==> config.mk <==
export PLATFORM = sky130hd
export DESIGN_NAME = pc_char_tx_flat
export DESIGN_NICKNAME = d
export VERILOG_FILES = /design/src/rtl/pc_char_tx_pkg.sv /design/src/rtl/pc_char_tx_if.sv /design/src/rtl/pc_char_fifo.sv /design/src/rtl/pc_char_tx.sv /design/src/flat_wrapper.sv
export SDC_FILE = /design/constraint.sdc
export NUM_CORES = 1
export LEC_CHECK = 0
export CORE_MARGIN = 5
export CORE_UTILIZATION = 49
export CTS_CLUSTER_DIAMETER = 80
export CTS_CLUSTER_SIZE = 10
export DETAILED_ROUTE_END_ITERATION = 8
export HOLD_SLACK_MARGIN = 0.02
export PLACE_DENSITY_LB_ADDON = 0.25
export SLEW_MARGIN = 20
export SYNTH_ARGS = -nofsm -noshare
export SYNTH_HDL_FRONTEND = slang
export SYNTH_SLANG_ARGS = --single-unit
export TNS_END_PERCENT = 100
==> constraint.sdc <==
create_clock -name clk -period 2.56 [get_ports clk]
set_input_delay 0.512 -clock clk [delete_from_list [all_inputs] [get_ports clk]]
set_output_delay 0.512 -clock clk [all_outputs]
set_load 0.01 [all_outputs]
==> src/rtl/pc_char_tx_pkg.sv <==
// Shared definitions for the character-to-PC transmitter: default PC constants,
// FSM state encoding and the character-to-PC mapping.
package pc_char_tx_pkg;

  localparam logic [63:0] MAD_BASE_DEF  = 64'h0000_0000_8000_0400;
  localparam logic [63:0] GOOD_TRAP_DEF = 64'h0000_0000_8000_1000;
  localparam logic [63:0] BAD_TRAP_DEF  = 64'h0000_0000_8000_1100;

  localparam logic [2:0] ST_IDLE = 3'd0;
  localparam logic [2:0] ST_EMIT = 3'd1;
  localparam logic [2:0] ST_GAP  = 3'd2;
  localparam logic [2:0] ST_TRAP = 3'd3;
  localparam logic [2:0] ST_DONE = 3'd4;

  typedef enum logic [2:0] {
    S_IDLE = ST_IDLE,
    S_EMIT = ST_EMIT,
    S_GAP  = ST_GAP,
    S_TRAP = ST_TRAP,
    S_DONE = ST_DONE
  } tx_state_e;

  // The character lands in pc[8:1]; base bits [8:0] are zero by construction.
  function automatic logic [63:0] char_to_pc(input logic [63:0] base, input logic [7:0] ch);
    return base | {55'b0, ch, 1'b0};
  endfunction

endpackage

==> src/rtl/pc_char_tx_if.sv <==
// Character input / PC commit bundle; the transmitter is the slave side.
interface pc_char_tx_if;
  logic        ch_valid;
  logic [7:0]  ch_data;
  logic        ch_ready;
  logic        finish_req;
  logic        fail_req;
  logic        pc_vld;
  logic [63:0] pc;
  logic        busy;
  logic        done;
  logic [15:0] char_cnt;

  modport master (
    output ch_valid, ch_data, finish_req, fail_req,
    input  ch_ready, pc_vld, pc, busy, done, char_cnt
  );

  modport slave (
    input  ch_valid, ch_data, finish_req, fail_req,
    output ch_ready, pc_vld, pc, busy, done, char_cnt
  );
endinterface

==> src/rtl/pc_char_fifo.sv <==
// Synchronous show-ahead FIFO with registered full/empty and a flush that
// takes priority over a simultaneous push or pop.
module pc_char_fifo #(
  parameter int DEPTH = 4,
  parameter int WIDTH = 8
) (
  input  logic             clk,
  input  logic             rst,
  input  logic             i_flush,
  input  logic             i_push,
  input  logic [WIDTH-1:0] i_wr_data,
  input  logic             i_pop,
  output logic [WIDTH-1:0] o_rd_data,
  output logic             o_full,
  output logic             o_empty
);
  localparam int          AW      = $clog2(DEPTH);
  localparam logic [AW:0] DEPTH_C = (AW+1)'(DEPTH);

  logic [WIDTH-1:0] r_mem [DEPTH];
  logic [AW-1:0]    r_wr_ptr, r_rd_ptr;
  logic [AW:0]      r_cnt, w_cnt_nxt;
  logic             r_full, r_empty;
  logic             w_push_ok, w_pop_ok;

  assign w_push_ok = i_push && !r_full;
  assign w_pop_ok  = i_pop && !r_empty;

  always_comb begin
    w_cnt_nxt = r_cnt;
    if (w_push_ok && !w_pop_ok)      w_cnt_nxt = r_cnt + 1'b1;
    else if (w_pop_ok && !w_push_ok) w_cnt_nxt = r_cnt - 1'b1;
  end

  // NOTE: storage is deliberately not reset; only pointers and flags define
  // validity, which keeps the array mappable onto plain register files.
  always_ff @(posedge clk) begin
    if (w_push_ok) r_mem[r_wr_ptr] <= i_wr_data;
  end

  // NOTE: all sequential state uses non-blocking assignments so every register
  // samples the pre-edge value of its neighbours.
  always_ff @(posedge clk or posedge rst) begin
    if (rst) begin
      r_wr_ptr <= '0;
      r_rd_ptr <= '0;
      r_cnt    <= '0;
      r_full   <= 1'b0;
      r_empty  <= 1'b1;
    end else if (i_flush) begin
      r_wr_ptr <= '0;
      r_rd_ptr <= '0;
      r_cnt    <= '0;
      r_full   <= 1'b0;
      r_empty  <= 1'b1;
    end else begin
      if (w_push_ok) r_wr_ptr <= r_wr_ptr + 1'b1;
      if (w_pop_ok)  r_rd_ptr <= r_rd_ptr + 1'b1;
      r_cnt   <= w_cnt_nxt;
      r_full  <= (w_cnt_nxt == DEPTH_C);
      r_empty <= (w_cnt_nxt == '0);
    end
  end

  assign o_rd_data = r_mem[r_rd_ptr];
  assign o_full    = r_full;
  assign o_empty   = r_empty;

endmodule

==> src/rtl/pc_char_tx.sv <==
// Turns a stream of characters into single-cycle PC commit pulses inside the
// print window, then ends with a good or bad trap PC.
module pc_char_tx
  import pc_char_tx_pkg::*;
#(
  parameter logic [63:0] MAD_BASE   = MAD_BASE_DEF,
  parameter logic [63:0] GOOD_TRAP  = GOOD_TRAP_DEF,
  parameter logic [63:0] BAD_TRAP   = BAD_TRAP_DEF,
  parameter int          GAP_CYCLES = 1,
  parameter int          FIFO_DEPTH = 4
) (
  input logic         clk,
  input logic         rst,
  pc_char_tx_if.slave io_bus
);
  localparam logic [7:0] GAP_LOAD = (GAP_CYCLES > 0) ? 8'(GAP_CYCLES - 1) : 8'd0;

  tx_state_e   r_state, w_nxt_state;
  logic [63:0] r_pc, w_pc_nxt;
  logic [7:0]  r_gap_cnt;
  logic [15:0] r_char_cnt;
  logic        r_fin_lat, r_fail_lat, r_rdy_en;
  logic        w_live, w_fail_now, w_fail_any, w_ch_ready, w_push, w_pop, w_dispatch;
  logic        w_full, w_empty;
  logic [7:0]  w_rd_data;

  // Requests are honoured only before the trap pulse has been chosen.
  assign w_live     = (r_state != S_TRAP) && (r_state != S_DONE);
  assign w_fail_now = io_bus.fail_req && w_live;
  assign w_fail_any = r_fail_lat || w_fail_now;
  assign w_ch_ready = r_rdy_en && !w_full && !r_fin_lat && !r_fail_lat && (r_state != S_DONE);
  assign w_push     = io_bus.ch_valid && w_ch_ready;

  pc_char_fifo #(
    .DEPTH (FIFO_DEPTH),
    .WIDTH (8)
  ) u_fifo (
    .clk       (clk),
    .rst       (rst),
    .i_flush   (w_fail_now),
    .i_push    (w_push),
    .i_wr_data (io_bus.ch_data),
    .i_pop     (w_pop),
    .o_rd_data (w_rd_data),
    .o_full    (w_full),
    .o_empty   (w_empty)
  );

  // NOTE: every combinational output gets a default first so no path can
  // leave it unassigned and infer a latch.
  always_comb begin
    w_nxt_state = r_state;
    w_pc_nxt    = r_pc;
    w_pop       = 1'b0;
    w_dispatch  = 1'b0;
    case (r_state)
      S_IDLE: w_dispatch = 1'b1;
      S_EMIT: begin
        if (GAP_CYCLES == 0) w_dispatch  = 1'b1;
        else                 w_nxt_state = S_GAP;
      end
      S_GAP:  if (r_gap_cnt == 8'd0) w_dispatch = 1'b1;
      S_TRAP: w_nxt_state = S_DONE;
      S_DONE: w_nxt_state = S_DONE;
      default: w_nxt_state = S_IDLE;
    endcase
    // Fail wins over queued data and over a pending finish.
    if (w_dispatch) begin
      if (w_fail_any) begin
        w_nxt_state = S_TRAP;
        w_pc_nxt    = BAD_TRAP;
      end else if (!w_empty) begin
        w_nxt_state = S_EMIT;
        w_pop       = 1'b1;
        w_pc_nxt    = char_to_pc(MAD_BASE, w_rd_data);
      end else if (r_fin_lat) begin
        w_nxt_state = S_TRAP;
        w_pc_nxt    = GOOD_TRAP;
      end else begin
        w_nxt_state = S_IDLE;
      end
    end
  end

  always_ff @(posedge clk or posedge rst) begin
    if (rst) begin
      r_state    <= S_IDLE;
      r_pc       <= '0;
      r_gap_cnt  <= '0;
      r_char_cnt <= '0;
      r_fin_lat  <= 1'b0;
      r_fail_lat <= 1'b0;
      r_rdy_en   <= 1'b0;
    end else begin
      r_rdy_en <= 1'b1;
      r_state  <= w_nxt_state;
      r_pc     <= w_pc_nxt;
      if (r_state == S_EMIT) begin
        r_gap_cnt  <= GAP_LOAD;
        r_char_cnt <= r_char_cnt + 16'd1;
      end else if (r_state == S_GAP) begin
        r_gap_cnt <= r_gap_cnt - 8'd1;
      end
      if (io_bus.finish_req && w_live) r_fin_lat  <= 1'b1;
      if (w_fail_now)                  r_fail_lat <= 1'b1;
    end
  end

  assign io_bus.ch_ready = w_ch_ready;
  assign io_bus.pc_vld   = (r_state == S_EMIT) || (r_state == S_TRAP);
  assign io_bus.pc       = r_pc;
  assign io_bus.busy     = !w_empty || ((r_state != S_IDLE) && (r_state != S_DONE));
  assign io_bus.done     = (r_state == S_DONE);
  assign io_bus.char_cnt = r_char_cnt;

endmodule
==> src/flat_wrapper.sv <==
// flat-port wrapper written by rule: the top's interface ports become plain ports
module pc_char_tx_flat import pc_char_tx_pkg::*;
#(
  parameter logic [63:0] MAD_BASE   = MAD_BASE_DEF,
  parameter logic [63:0] GOOD_TRAP  = GOOD_TRAP_DEF,
  parameter logic [63:0] BAD_TRAP   = BAD_TRAP_DEF,
  parameter int          GAP_CYCLES = 1,
  parameter int          FIFO_DEPTH = 4
)
  (clk, rst, io_bus_ch_valid, io_bus_ch_data, io_bus_finish_req, io_bus_fail_req, io_bus_ch_ready, io_bus_pc_vld, io_bus_pc, io_bus_busy, io_bus_done, io_bus_char_cnt);
  pc_char_tx_if io_bus_i ();
  input logic clk;
  input logic rst;
  input wire logic [$bits(io_bus_i.ch_valid)-1:0] io_bus_ch_valid;
  input wire logic [$bits(io_bus_i.ch_data)-1:0] io_bus_ch_data;
  input wire logic [$bits(io_bus_i.finish_req)-1:0] io_bus_finish_req;
  input wire logic [$bits(io_bus_i.fail_req)-1:0] io_bus_fail_req;
  output wire logic [$bits(io_bus_i.ch_ready)-1:0] io_bus_ch_ready;
  output wire logic [$bits(io_bus_i.pc_vld)-1:0] io_bus_pc_vld;
  output wire logic [$bits(io_bus_i.pc)-1:0] io_bus_pc;
  output wire logic [$bits(io_bus_i.busy)-1:0] io_bus_busy;
  output wire logic [$bits(io_bus_i.done)-1:0] io_bus_done;
  output wire logic [$bits(io_bus_i.char_cnt)-1:0] io_bus_char_cnt;
  assign io_bus_i.ch_valid = io_bus_ch_valid;
  assign io_bus_i.ch_data = io_bus_ch_data;
  assign io_bus_i.finish_req = io_bus_finish_req;
  assign io_bus_i.fail_req = io_bus_fail_req;
  assign io_bus_ch_ready = io_bus_i.ch_ready;
  assign io_bus_pc_vld = io_bus_i.pc_vld;
  assign io_bus_pc = io_bus_i.pc;
  assign io_bus_busy = io_bus_i.busy;
  assign io_bus_done = io_bus_i.done;
  assign io_bus_char_cnt = io_bus_i.char_cnt;
  pc_char_tx #(.MAD_BASE(MAD_BASE), .GOOD_TRAP(GOOD_TRAP), .BAD_TRAP(BAD_TRAP), .GAP_CYCLES(GAP_CYCLES), .FIFO_DEPTH(FIFO_DEPTH)) u_core (.clk(clk), .rst(rst), .io_bus(io_bus_i));
endmodule
==> metrics.yaml <==
yosys:
  syn-mean-instance-area_sq_um: 12.5
  yosys_most_used_dff: "dfrtp_1"
  yosys_warnings: 0
  yosysUniqueCellTypes: 49
  synth_top_area_cell: "dfrtp_1"
  synth_top_area_frac: 0.313
  synthTopCellsByArea: "dfrtp_1, edfxtp_1, buf_4, mux4_2, xnor2_1"
  yosysMostFrequentCell: "buf_4"
  async_flop_share: 0.610
  ys_top_cells_by_count: "buf_4, dfrtp_1, edfxtp_1"
  synth_edf_count: 32
  yosysSeqAreaShare: 0.566
  synthCells: 314
  synth-seq-cells: 82
  syn_area_sq_um: 3910
detailed_routing:
  finalWirelength_um: 6850
  drc: 0
  via_per_inst: 4.86
  vias: 2291
  ant_nets: 0
  drt_iter0_drc: 104
  first_pass_iters: 4
  route.detailed.wl_per_inst_um: 14.5
critical_path:
  r2r-end: "u_core.u_fifo.o_empty$_DFF_PP1_"
  critPathCaptureType: "primary output"
  crit_path_start: "u_core.r_state[0]$_DFFE_PP0P_"
  crit_type: "flip-flop to primary output"
  cpPeakStageDelay_ns: 0.48
  reg2reg_depth: 8
  worstPathCellList: "or3b_1 > and2_1 > clkdlybuf4s50_1"
  cp_data_required_time_ns: 2.05
  crit_path_start_kind: "flip-flop"
  crit_fanout: 9
  slowest_stage: "clkdlybuf4s50_1"
  rr_startpoint: "u_core.r_gap_cnt[0]$_DFFE_PP0P_"
  cp_data_arrival_time_ns: 1.88
  r2r_setup_slack_ns: 0.33
  cp-endpoint: "io_bus_ch_ready"
global_route:
  overflow: 0
  grt_pass1_wl_um: 11200
  grt_usage: 0.147
  grt_pass1_vias: 2268
  antenna_found_initial: 0
  grt_start_max_net_pins: 28
timing:
  fin_ws_ns: 0.168
  layout_min_cycle_time_ns: 2.39
  setup_viol: 0
  tightest_slew_ns: 0.592
  relSlewSlack: 0.605
  fin_skew_ns: 0.00991
  tns_ns: 0
  rsz0062_at_grt: "false"
  drv_slew: 0
  whs_ns: 0.469
  min_period_over_period: 0.934
  finalHoldViolCount: 0
  fmax_mhz: 418
clock_tree:
  postCtsSetupBuffers: 0
  path_clk_slew_ns: 0.08
  ctsHoldBuffers: 0
  cts_tree: "done"
  clkLatencyLatePin_ns: 0.35
  cts_num_sinks: 82
  root_buffer: "clkbuf_8"
  numCtsBuffers: 9
  htreeDepth: 3
  clk_path_buf_depth: 2
  cts_resized: 0
power_and_ir_drop:
  total_power_uw: 2780
  vdd_drop_max_mv: 0.472
  power_density_nw_per_um2: 612
  leakagePower_uw: 0.00197
floorplan:
  die_w_um: 99.4
  rows: 32
  die_area_sq_um: 9870
  core_area_sq_um: 7770
  io_pins: 97
  fp.dieH_um: 99.4
  start_util: 0.504
cells_and_area:
  area_growth_syn_to_layout_pct: 16.2
  fin_nets: 386
  drive_above_1_share: 0.0976
  num-fill-cells: 675
  diodes: 0
flow_run:
  maxCapViolations: 0
placed_design:
  routabilityCongestion: 0.857
  io_buffers: 43
  place_hpwl_um: 5010
  place_ws_ns: 0.169
hold_path:
  hold_path.class: "flip-flop to flip-flop"
status:
  status: "finished clean"
## worst max-delay path, delay by kind of cell, from the launching register on
| kind | cells | cell delay (ns) |
|---|---|---|
| AND/OR/NAND/NOR | 2 | 0.61 |
| buffers and inverters | 1 | 0.48 |
| flip-flops | 1 | 0.45 |
## metrics by stage
stage                     utilization  instance area (sq um)  instances
after floorplan                     -                   4110        366
after global placement          0.551                   4280        455
after global routing            0.585                   4550        471
after CTS                       0.585                   4550        471
final                           0.585                   4550        471
after detailed placement        0.551                   4280        455
## layer usage
metal / track usage / share of wire / up-vias
li1: - / - / 1092
met1: 0.181 / 0.42 / 1123
met2: 0.240 / 0.50 / 69
met3: 0.0596 / 0.070 / 7
met4: 0.0389 / 0.0089 / 0
met5: 0 / 0 / -
## how the worst min path moves through the flow
| stage | from | endpoint | slack, ns | depth (start not counted) |
|---|---|---|---|---|
| 3_5_place_dp | u_core.io_bus.pc[31]$_DFFE_PP0P_ | u_core.io_bus.pc[31]$_DFFE_PP0P_ | 0.45 | 1 |
| 6_report | u_core.io_bus.pc[31]$_DFFE_PP0P_ | u_core.io_bus.pc[31]$_DFFE_PP0P_ | 0.47 | 1 |
| 3_3_place_gp | u_core.io_bus.pc[31]$_DFFE_PP0P_ | u_core.io_bus.pc[31]$_DFFE_PP0P_ | 0.45 | 1 |
| 4_1_cts | u_core.io_bus.pc[31]$_DFFE_PP0P_ | u_core.io_bus.pc[31]$_DFFE_PP0P_ | 0.48 | 1 |
| 2_1_floorplan | u_core.r_gap_cnt[6]$_DFFE_PP0P_ | u_core.r_gap_cnt[6]$_DFFE_PP0P_ | 0.45 | 1 |
| 5_1_grt | u_core.io_bus.char_cnt[9]$_DFFE_PP0P_ | u_core.io_bus.char_cnt[9]$_DFFE_PP0P_ | 0.50 | 1 |
## power breakdown
group / internal [uW] / switching, uW / leakage [uW] / total [uW]
clock: 746 / 461 / 0.000131 / 1210
combinational: 68.0 / 102 / 0.000879 / 170
sequential: 1380 / 19.9 / 0.000956 / 1400
total: 2200 / 583 / 0.00197 / 2780
## layout make-up
cell class                      instances  area [sq um]  share of cell area
Inverter                               13          48.8              0.0107
Tap cell                              102           128              0.0281
Clock inverter                          7           141              0.0311
Multi-Input combinational cell        211          1420               0.312
Timing Repair Buffer                   47           473               0.104
Clock buffer                            9           124              0.0273
Sequential cell                        82          2210               0.487
## cell families (layout without fill, tap and decap cells)
group,count (synthesis),in the layout,share of synthesized area
flip-flops,82,82,0.566
adder cells (fa/ha/maj),10,10,0.0313
multiplexers,10,10,0.0512
AO/OA/AOI/OAI,39,39,0.0755
buffers and inverters,73,76,0.122
other,2,54,0.00192
AND/OR/NAND/NOR,77,77,0.106
XOR/XNOR,21,21,0.0470
## flip-flops by register name, summed over array words and instances, names as in the netlist
| register | cells |
|---|---|
| u_core.u_fifo.r_rd_ptr | 2 |
| u_core.u_fifo.r_wr_ptr | 2 |
| u_core.r_state | 3 |
| u_core.u_fifo.o_full | 1 |
| u_core.r_fail_lat | 1 |
| u_core.r_fin_lat | 1 |
| u_core.u_fifo.r_mem | 32 |
| u_core.io_bus.char_cnt | 16 |
| u_core.r_gap_cnt | 8 |
| u_core.u_fifo.r_cnt | 3 |
| u_core.u_fifo.o_empty | 1 |
| u_core.r_rdy_en | 1 |
| u_core.io_bus.pc | 11 |
## cells in the final DEF, fill, tap and decap left out, drive strengths merged, types with 3 or more instances in the layout
master         instances
dfrtp                 49
nand2b                 4
xnor2                 15
nor2                  12
mux4                   8
o21ai                  7
nand3                  4
a211oi                 3
clkinv                 3
xor2                   6
or2                    3
o31ai                  3
clkdlybuf4s50         43
and3                   8
conb                  54
nand2                 23
buf                    4
ha                     9
a22o                   7
edfxtp                32
clkbuf                 9
inv                   13
and2                   6
nand4                  6
bufinv                 4
a21oi                  6
Note: power is estimated with default switching activity, not from simulation.
